**config.mk**
```make
export PLATFORM = sky130hd
export DESIGN_NAME = gate8_arbiter
export DESIGN_NICKNAME = d
export VERILOG_FILES = /design/src/rtl/gate8_arbiter.sv
export SDC_FILE = /design/constraint.sdc
export NUM_CORES = 1
export LEC_CHECK = 0
export ABC_AREA = 1
export CORE_AREA = 2 2 111 113
export DETAILED_ROUTE_END_ITERATION = 12
export DIE_AREA = 0 0 113 115
export GPL_TIMING_DRIVEN = 1
export REMOVE_ABC_BUFFERS = 1
export SLEW_MARGIN = 20
export SYNTH_ARGS = -nofsm -noshare
export SYNTH_HDL_FRONTEND = slang
export SYNTH_SLANG_ARGS = --single-unit
```
**constraint.sdc**
```tcl
create_clock -name clk -period 2.25 [get_ports clk]
set_input_delay 0.45 -clock clk [delete_from_list [all_inputs] [get_ports clk]]
set_output_delay 0.45 -clock clk [all_outputs]
set_load 0.03 [all_outputs]
```
**src/rtl/gate8_arbiter.sv**
```systemverilog
// Round-robin arbiter sharing one 8-bit bitwise gate unit among N_REQ requesters.
// Optional GATE8_ARB_ERR_EN adds rsp_err, flagging illegal opcodes 6/7 alongside the response.
module gate8_arbiter #(
  parameter int N_REQ = 4,
  parameter int ID_W  = 2
) (
  input  logic               clk,
  input  logic               rst_n,
  input  logic [N_REQ-1:0]   req_valid,
  output logic [N_REQ-1:0]   req_ready,
  input  logic [3*N_REQ-1:0] req_op,
  input  logic [8*N_REQ-1:0] req_e1,
  input  logic [8*N_REQ-1:0] req_e2,
  output logic               rsp_valid,
  input  logic               rsp_ready,
  output logic [ID_W-1:0]    rsp_id,
  output logic [7:0]         rsp_s,
  output logic               busy
`ifdef GATE8_ARB_ERR_EN
  ,
  output logic               rsp_err
`endif
);

  // state  | meaning
  // S_IDLE | waiting for a request; grant is combinational from the round-robin scan
  // S_EXEC | one cycle evaluating the captured operands into the response register
  // S_RESP | response held until rsp_ready completes the handshake
  typedef enum logic [1:0] {
    S_IDLE = 2'd0,
    S_EXEC = 2'd1,
    S_RESP = 2'd2
  } state_t;

  state_t          state_q, state_d;
  logic [ID_W-1:0] ptr_q, id_q, gnt_id, scan_idx;
  logic            gnt_found;
  logic [2:0]      op_q, sel_op;
  logic [7:0]      e1_q, e2_q, sel_e1, sel_e2, rsp_s_q;
  logic            rsp_valid_q;
  logic            rsp_hs;

  function automatic logic [7:0] gate_eval(input logic [2:0] op,
                                           input logic [7:0] a,
                                           input logic [7:0] b);
    logic [7:0] r;
    case (op)
      3'd0:    r = ~a;
      3'd1:    r = a & b;
      3'd2:    r = a | b;
      3'd3:    r = a ^ b;
      3'd4:    r = ~(a & b);
      3'd5:    r = ~(a | b);
      default: r = 8'h00;
    endcase
    return r;
  endfunction

  // Scan upward from ptr+1 with wrap; the first valid requester wins.
  always_comb begin
    gnt_found = 1'b0;
    gnt_id    = '0;
    scan_idx  = '0;
    for (int k = 1; k <= N_REQ; k++) begin
      scan_idx = ID_W'((int'(ptr_q) + k) % N_REQ);
      if (!gnt_found && req_valid[scan_idx]) begin
        gnt_found = 1'b1;
        gnt_id    = scan_idx;
      end
    end
  end

  always_comb begin
    sel_op = '0;
    sel_e1 = '0;
    sel_e2 = '0;
    for (int i = 0; i < N_REQ; i++) begin
      if (ID_W'(i) == gnt_id) begin
        sel_op = req_op[3*i +: 3];
        sel_e1 = req_e1[8*i +: 8];
        sel_e2 = req_e2[8*i +: 8];
      end
    end
  end

  assign rsp_hs = (state_q == S_RESP) && rsp_valid_q && rsp_ready;

  always_ff @(posedge clk or negedge rst_n) begin
    if (!rst_n) state_q <= S_IDLE;
    else        state_q <= state_d;
  end

  always_comb begin
    state_d = state_q;
    case (state_q)
      S_IDLE:  if (gnt_found) state_d = S_EXEC;
      S_EXEC:  state_d = S_RESP;
      S_RESP:  if (rsp_hs) state_d = S_IDLE;
      default: state_d = S_IDLE;
    endcase
  end

  always_comb begin
    req_ready = '0;
    busy      = (state_q != S_IDLE);
    if (state_q == S_IDLE && gnt_found) req_ready[gnt_id] = 1'b1;
  end

  always_ff @(posedge clk or negedge rst_n) begin
    if (!rst_n) begin
      ptr_q       <= ID_W'(N_REQ - 1);
      id_q        <= '0;
      op_q        <= '0;
      e1_q        <= '0;
      e2_q        <= '0;
      rsp_s_q     <= '0;
      rsp_valid_q <= 1'b0;
    end else begin
      if (state_q == S_IDLE && gnt_found) begin
        op_q <= sel_op;
        e1_q <= sel_e1;
        e2_q <= sel_e2;
        id_q <= gnt_id;
      end
      if (state_q == S_EXEC) begin
        rsp_s_q     <= gate_eval(op_q, e1_q, e2_q);
        rsp_valid_q <= 1'b1;
      end
      if (rsp_hs) begin
        rsp_valid_q <= 1'b0;
        ptr_q       <= id_q;
      end
    end
  end

`ifdef GATE8_ARB_ERR_EN
  logic err_q;
  always_ff @(posedge clk or negedge rst_n) begin
    if (!rst_n)                  err_q <= 1'b0;
    else if (state_q == S_EXEC)  err_q <= (op_q[2:1] == 2'b11);
    else if (rsp_hs)             err_q <= 1'b0;
  end
  assign rsp_err = err_q;
`endif

  assign rsp_valid = rsp_valid_q;
  assign rsp_s     = rsp_s_q;
  assign rsp_id    = id_q;

endmodule

```
==> impl_metrics.json <==
{
  "grt_start_max_net_pins": 35,
  "outcome": "complete, but fails checks",
  "fin_skew_ps": 4.64,
  "holdBufCountCts": 0,
  "layout.nets": 663,
  "tightest_slew_ps": 420,
  "setup_viol": 21,
  "r2r_start": "ptr_q[1]$_DFFE_PN1P_",
  "post-route-period-util_pct": 113,
  "clkSlewWorstSetupHoldPaths_ps": 50,
  "synthMuxAreaShare_pct": 0,
  "dp_hpwl_um": 7200,
  "synthAdderAreaFrac_pct": 6.91,
  "synthSimpleGateAreaFrac_pct": 38.1,
  "worst-path-stages": 11,
  "synth.yosys.seq_area_share_pct": 29.5,
  "layout_setup_ws_ps": -290,
  "max_clock_freq_mhz": 394,
  "r2r_end": "e1_q[3]$_DFFE_PN0N_",
  "finalCriticalPeriod_ps": 2540,
  "rsz0062_at_grt": "yes",
  "synthesis.instances": 441,
  "diodes": 0,
  "syn_area_per_cell_um2": 6.57,
  "final_area_mm2": 0.00454,
  "min-delay-start": "e2_q[4]$_DFFE_PN0N_",
  "via_count": 3235,
  "cp.required_ps": 1800,
  "first_iter_violations": 137,
  "synth_cell_types": 34,
  "via_per_inst": 4.54,
  "leakage_nw": 2.23,
  "crit_path_end": "req_ready[0]",
  "dpl-instance-area_mm2": 0.00415,
  "num_rows": 40,
  "dieArea_mm2": 0.0130,
  "cts_tree": "yes",
  "crit_chain": "inv_2 -> nand2_2 -> nand2_2 -> nand2_2 -> nand2_4 -> nor2_4 -> nand3_4 -> nand3_4 -> nand2_1 -> nor2_2 -> buf_6",
  "instances_no_fill": 712,
  "dieWidth_um": 113,
  "path_buf_inv": 2,
  "grt_pass1_wl_um": 15100,
  "crit_path_end_kind": "output port",
  "clock-sinks": 34,
  "drt_pass1_iterations": 8,
  "die_h_um": 115,
  "drc": 2,
  "slew-limit-headroom_pct": 72.0,
  "path_max_fanout": 7,
  "vdd_ir_drop_max_mv": 0.241,
  "insertion_delay_ps": 280,
  "worst_ep_arrival_time_ps": 2090,
  "reg2reg_depth": 16,
  "track_usage_pct": 14.1,
  "post_drt_wl_per_cell_um": 13.0,
  "hold_violations": 0,
  "drive_gt1_share_pct": 17.3,
  "antenna_found_initial": 0,
  "core_mm2": 0.0118,
  "final_util_pct": 38.4,
  "drv_cap": 0,
  "overflow": 0,
  "p_per_area_mw_per_mm2": 380,
  "wirelength_um": 9280,
  "initial_core_util_pct": 24.5,
  "place.gp.congestion": 0.902,
  "synth-xor-area-share_pct": 0,
  "io_pins": 99,
  "crit_top_cell": "nand2_2",
  "area_growth_pct": 56.6,
  "cts_buffer_depth": 2,
  "cp-start-kind": "flip-flop",
  "holdPathStages": 2,
  "port_buffers": 98,
  "place_inst": 695,
  "criticalPathCategory": "reg2out",
  "cts_buffers": 5,
  "ys_warn_count": 0,
  "synth_top_family_by_area": "simple AND/OR/NAND/NOR gates",
  "root_buffer": "clkbuf_16",
  "final.setup.tns_ps": -1530,
  "slowest_stage": "dfstp_2",
  "ys_ff_latch": 34,
  "ff2ff_setup_slack_ps": -60,
  "synth_compound_area_share_pct": 12.3,
  "startpoint": "ptr_q[1]$_DFFE_PN1P_",
  "syn-cell-area_mm2": 0.00290,
  "hp-class": "reg2reg",
  "critPathMaxStageDelay_ps": 630,
  "grt_pass1_vias": 3171,
  "failed_checks": "DRC, setup timing",
  "h-tree-depth": 2,
  "cpLargestDelayFamily": "simple AND/OR/NAND/NOR gates",
  "slew_violations": 0,
  "postRouteAntennaNets": 0
}
## repair_timing
| action | in CTS | in global routing |
|---|---|---|
| gates cloned | 0 | 1 |
| resized for setup | 32 | 21 |
| buffers inserted | 7 | 1 |
| pin swaps | 16 | 4 |
| endpoints found under the setup margin | 14 | 23 |
## power by group
group          internal (W)  switching (W)
clock              0.000438       0.000253
combinational      0.000234       0.000184
sequential         0.000612              0
total               0.00128       0.000437
## metal layers
| layer | vias up | GRT usage (%) | part of all wire (%) | routed length [um] |
|---|---|---|---|---|
| li1 | 1670 | - | - | - |
| met1 | 1479 | 17.7 | 43 | 4000 |
| met2 | 78 | 25.5 | 52 | 4810 |
| met3 | 8 | 1.53 | 3.7 | 347 |
| met4 | 0 | 4.39 | 1.4 | 127 |
| met5 | - | 0 | 0 | 0 |
## logic make-up (layout without fill, tap and decap cells)
family / Yosys count / after routing
buf+inv: 85 / 208
simple gates: 247 / 248
fa+ha+maj: 16 / 16
flops: 34 / 34
compound gates: 59 / 59
## final cells by class
type / instances / area, um^2
multi-input cells: 323 / 1790
inverters: 69 / 264
well taps: 147 / 184
fillers: 1263 / 7280
clock buffers: 7 / 143
repair buffers: 131 / 1300
flip-flops and latches: 34 / 853
clock inverters: 1 / 5.00
## how the worst min path moves through the flow
stage                                     end  slack, ps
after detailed placement  e2_q[4]$_DFFE_PN0N_        500
final                     e2_q[4]$_DFFE_PN0N_        510
after floorplan           e1_q[0]$_DFFE_PN0N_        150
after global placement    e2_q[4]$_DFFE_PN0N_        500
after CTS                 e2_q[4]$_DFFE_PN0N_        510
after global routing      e2_q[4]$_DFFE_PN0N_        530
## cell usage after synthesis
cell type / n / area share (%)
nand2_1: 124 / 16
inv_1: 64 / 8.3
nand3_1: 56 / 9.7
nor2_1: 41 / 5.3
dfrtp_1: 32 / 28
o21ai_0: 17 / 2.9
ha_1: 16 / 6.9
o22ai_1: 12 / 2.6
a21oi_1: 10 / 1.7
nand2_2: 8 / 1.7
a211oi_1: 7 / 1.8
buf_6: 7 / 2.7
buf_2: 6 / 1.0
nand4_1: 6 / 1.3
inv_2: 4 / 0.52
o21ai_1: 4 / 0.69
o21ai_2: 3 / 0.91
a41oi_1: 2 / 0.60
clkbuf_1: 2 / 0.26
dfstp_2: 2 / 1.8
nand2_4: 2 / 0.78
nand3b_1: 2 / 0.52
nor2_2: 2 / 0.43
nor2_4: 2 / 0.78
a221oi_1: 1 / 0.30
a22oi_1: 1 / 0.26
a31oi_1: 1 / 0.22
buf_4: 1 / 0.26
clkinv_1: 1 / 0.13
nand3_2: 1 / 0.35
nand3_4: 1 / 0.60
nand3b_2: 1 / 0.39
nor3_1: 1 / 0.17
o21a_1: 1 / 0.26
## metrics by stage
step           power [W]  hold WS (ps)  setup slack (ps)
4_1_cts          0.00171           512              -252
2_1_floorplan   0.000748           154              -684
6_report         0.00172           506              -290
5_1_grt          0.00179           532              -373
3_5_place_dp    0.000993           497              -234
3_3_place_gp    0.000988           498              -177
## worst reg2reg max path: cells and delay by family (launching register included)
kind | cells | cell delay, ps
buf+inv | 4 | 500
flops | 1 | 630
simple gates | 12 | 1060
## sequential cells by signal, summed over array words and instances, names as in the netlist
name and cells:
state_q 2, ptr_q 2, rsp_s 8, rsp_id 2, op_q 3, e2_q 8
e1_q 8, rsp_valid 1
## layout by cell type (no fill, tap or decap), types with 11 or more instances in the layout
cell and count:
buf_4 27, clkdlybuf4s50_1 94, dfrtp_1 32, ha_1 16, inv_1 62, nand2_1 109, nand2_2 20, nand3_1 53
nor2_1 35, o21ai_0 11, o22ai_1 12
Power figures use the tool's default switching activity.
==> edit 1 (same flow settings) <==
The 3 states of `state_t` get a one-hot encoding in 3 bits.
--- a/src/rtl/gate8_arbiter.sv
+++ b/src/rtl/gate8_arbiter.sv
@@ -26,10 +26,10 @@
   // S_IDLE | waiting for a request; grant is combinational from the round-robin scan
   // S_EXEC | one cycle evaluating the captured operands into the response register
   // S_RESP | response held until rsp_ready completes the handshake
-  typedef enum logic [1:0] {
-    S_IDLE = 2'd0,
-    S_EXEC = 2'd1,
-    S_RESP = 2'd2
+  typedef enum logic [2:0] {
+    S_IDLE = 3'b001,
+    S_EXEC = 3'b010,
+    S_RESP = 3'b100
   } state_t;
 
   state_t          state_q, state_d;
Check against the original RTL: no difference found for any inputs over 10 cycles, from zero or initial values and one cycle with rst_n low; not proved beyond that.
==> edit 1 against the unedited design <==
The flow still finishes with violations (design-rule violations, negative setup slack); setup slack better by 0.098 ns; clock skew about the same; via count down 0.49%; count of clock-buffer cells in the layout down 1; routed wire length up 3.6%; sequential share of layout area up 0.24 points; synthesized area up 1.2%; critical path type unchanged; final area up 1.8%; fmax up 4.0%; sequential cell count up 1.
Power is left out: it rests on default switching activity, and per cell area and clock period it moved more than threefold.
==> edit 1: results <==
[detailed_routing]
drt-wirelength-per-cell_um = 13.8
dr.pass1.iters = 8
drc_errors = 1
top_layer = met4
wl_met2_um = 4970
initialDrtViolationCount = 197
dr_wl_met3_um = 414
wl_met1_um = 4130
vias = 3219

[run_status]
status = finished, violations left
violations = design-rule violations, negative setup slack

[synth]
seq_area_frac_synth_pct = 30.0
synth_ff_type = dfrtp_1
yosys_warnings = 0
ys_types = 33
synth_area_leaders = dfrtp_1 (27%), nand2_1 (13%), nand3_1 (8.9%), nor2_1 (6.9%), ha_1 (6.8%)
synth_xor_area_share_pct = 0
synthMuxAreaShare_pct = 0
synthAdderAreaFrac_pct = 6.83
synth-compound-area-share_pct = 10.5
yosys-top-cells-count = nand2_1 (102), nor2_1 (54), nand3_1 (52)
avgSynthCellArea_um2 = 6.82

[cells_and_area]
area_share_clock_buf_inv_pct = 3.12
fin_cells = 695
clock_buffers = 6
nonClkBufAreaFrac_pct = 28.0
multi_input_gates = 318
nFillCells = 1230
inverters_excl_clock = 59
multiInputGateArea_um2 = 1880
n_all_buffers = 129
seq_share_pct = 19.1
layout.nets = 647
layout-drive-gt1-share_pct = 19.5

[clock_network]
clk_pin_slew_ns = 0.05
cts.repair.resized = 36
postCtsSetupRepairBufs = 9
clk_latency_ns = 0.28
clock_sinks = 35

[grt]
grtUsageTotal_pct = 14.8
grt_pass1_wl_um = 15600
grt_max_degree = 36

[placement]
post-place-ws_ns = -0.305
post-place-cells = 678
place_congestion = 0.863
hpwlAfterDp_um = 7290

[min_path]
min_from = rsp_s[6]
hold_class = register to register

[setup_path]
critPathArrivalTime_ns = 1.99
critPathLaunch = ptr_q[0]
slowest_delay_ns = 0.60
cp_max_fo = 5

[sta]
clock_skew_ns = 0.00484
report.final.setup_viol = 4
slew_headroom_pct = 61.4
fin_ws_ns = -0.192
[edit 1: final timing paths]
path / depth (start not counted) / endpoint / slack [ns]
max reg2reg: 16 / e2_q[2] / 0.05
min reg2reg: 2 / rsp_s[6] / 0.48
min in group asynchronous: 2 / rsp_id[1] / 0.59
max in group asynchronous: 2 / state_q[0] / 1.31
max: 10 / req_ready[3] / -0.19
min: 2 / rsp_s[6] / 0.48
[edit 1: stage by stage]
stage	util, %	instance area [um2]	hold WS (ns)	setup TNS (ns)
2_1_floorplan	-	2810	0.154	-0.958
3_3_place_gp	35.1	4150	0.474	-3.47
3_5_place_dp	35.1	4150	0.477	-3.94
4_1_cts	38.0	4490	0.491	-0.812
5_1_grt	39.1	4620	0.534	-2.00
6_report	39.1	4620	0.482	-0.691
[edit 1: layer usage]
| layer | track usage (%) | vias to the layer above |
|---|---|---|
| met4 | 3.74 | 0 |
| met2 | 26.9 | 78 |
| met5 | 0 | - |
| met3 | 1.69 | 6 |
| met1 | 18.8 | 1493 |
| li1 | - | 1642 |
==> edit 2 (same settings) <==
Without the edit above. Change the parameter `ID_W` from 2 to 4.
--- a/src/rtl/gate8_arbiter.sv
+++ b/src/rtl/gate8_arbiter.sv
@@ -2,7 +2,7 @@
 // Optional GATE8_ARB_ERR_EN adds rsp_err, flagging illegal opcodes 6/7 alongside the response.
 module gate8_arbiter #(
   parameter int N_REQ = 4,
-  parameter int ID_W  = 2
+  parameter int ID_W  = 4
 ) (
   input  logic               clk,
   input  logic               rst_n,
Interface: changed (resized rsp_id); port bits go from 99 to 101. No check against the original RTL was run, so the function may have changed too.
==> edit 2 against the unedited design <==
The flow still finishes with violations (design-rule violations, negative setup slack); setup slack improved by 0.029 ns; count of clock-buffer cells in the layout did not move; final area rose by 6.5%; global-route usage is 0.97 points higher; routed wire length grew 3.4%; via count rose by 2.0%; synthesized cell count down 1.8%; worst hold slack got worse by 0.020 ns; synthesized area rose by 2.8%; sequential cell count unchanged.
Power is left out: it rests on default switching activity, and per cell area and clock period it moved more than threefold.
==> edit 2: results <==
[grt]
grt_pass1_wl_um = 16000
met3_usage_pct = 2.85
met2_usage_pct = 26.7
grtUsageTotal_pct = 15.1
grt_pass1_vias = 3334

[synth]
synthAdderAreaFrac_pct = 6.72
ys_types = 32
seq_area_frac_synth_pct = 28.7
syn_inst = 433
yosys-top-cells-count = nand2_1 (87), nor2_1 (61), nand3_1 (55)
synth_area_leaders = dfrtp_1 (27%), nand2_1 (11%), nand3_1 (9.2%), nor2_1 (7.7%), ha_1 (6.7%)
avgSynthCellArea_um2 = 6.88
synth-compound-area-share_pct = 10.6

[cells_and_area]
post-route-util_pct = 40.9
seq_share_pct = 17.7
multi_input_gates = 322
nFillCells = 1202
nonClkBufAreaFrac_pct = 28.9
layout-drive-gt1-share_pct = 26.9
n_all_buffers = 136
multi_input_area_share_pct = 41.5
inverters_excl_clock = 58
fin_cells = 705

[setup_path]
regToRegSetupSlack_ns = -0.02
cp_max_fo = 8
critPathLaunch = ptr_q[0]
reg2regPathDepth = 17

[detailed_routing]
wl_met1_um = 4140
wl_met2_um = 4750
initialDrtViolationCount = 142
drt-wirelength-per-cell_um = 13.6
drc_errors = 2
via_per_inst = 4.68

[sta]
worst_pin_slew_ns = 0.586
report.final.setup_viol = 7
fin_ws_ns = -0.261
clock_skew_ns = 0.00373

[placement]
placed_cell_area_um2 = 4180
place_congestion = 0.808
post-place-cells = 684
hpwlAfterDp_um = 7330

[run_status]
violations = design-rule violations, negative setup slack
status = finished, violations left

[clock_network]
postCtsSetupRepairBufs = 11
edit 2: cell types whose count changed after synthesis, sizes merged, moves of 3 or more:
cell	unedited run	this run
a2111oi	0	7
a211oi	7	2
buf	14	17
inv	68	57
nand2	134	116
nand3b	3	0
nand4	6	15
nor2	45	63
o22ai	12	9
edit 2: worst min path at each step:
stage / slack (ns) / from / cells past startpoint / end
floorplan: 0.15 / rst_n / 0 / e1_q[0]
global placement: 0.47 / rsp_s[3] / 2 / rsp_s[3]
detailed placement: 0.48 / rsp_s[7] / 2 / rsp_s[7]
CTS: 0.49 / rsp_s[7] / 2 / rsp_s[7]
global route: 0.50 / rsp_s[7] / 2 / rsp_s[7]
finish: 0.49 / rsp_s[7] / 2 / rsp_s[7]
edit 2: metrics by stage:
step           hold WS, ns  TNS, ns
2_1_floorplan        0.154    -1.37
6_report             0.486    -1.06
4_1_cts              0.489    -3.84
3_3_place_gp         0.469    -5.76
5_1_grt              0.502    -3.53
3_5_place_dp         0.475    -6.35
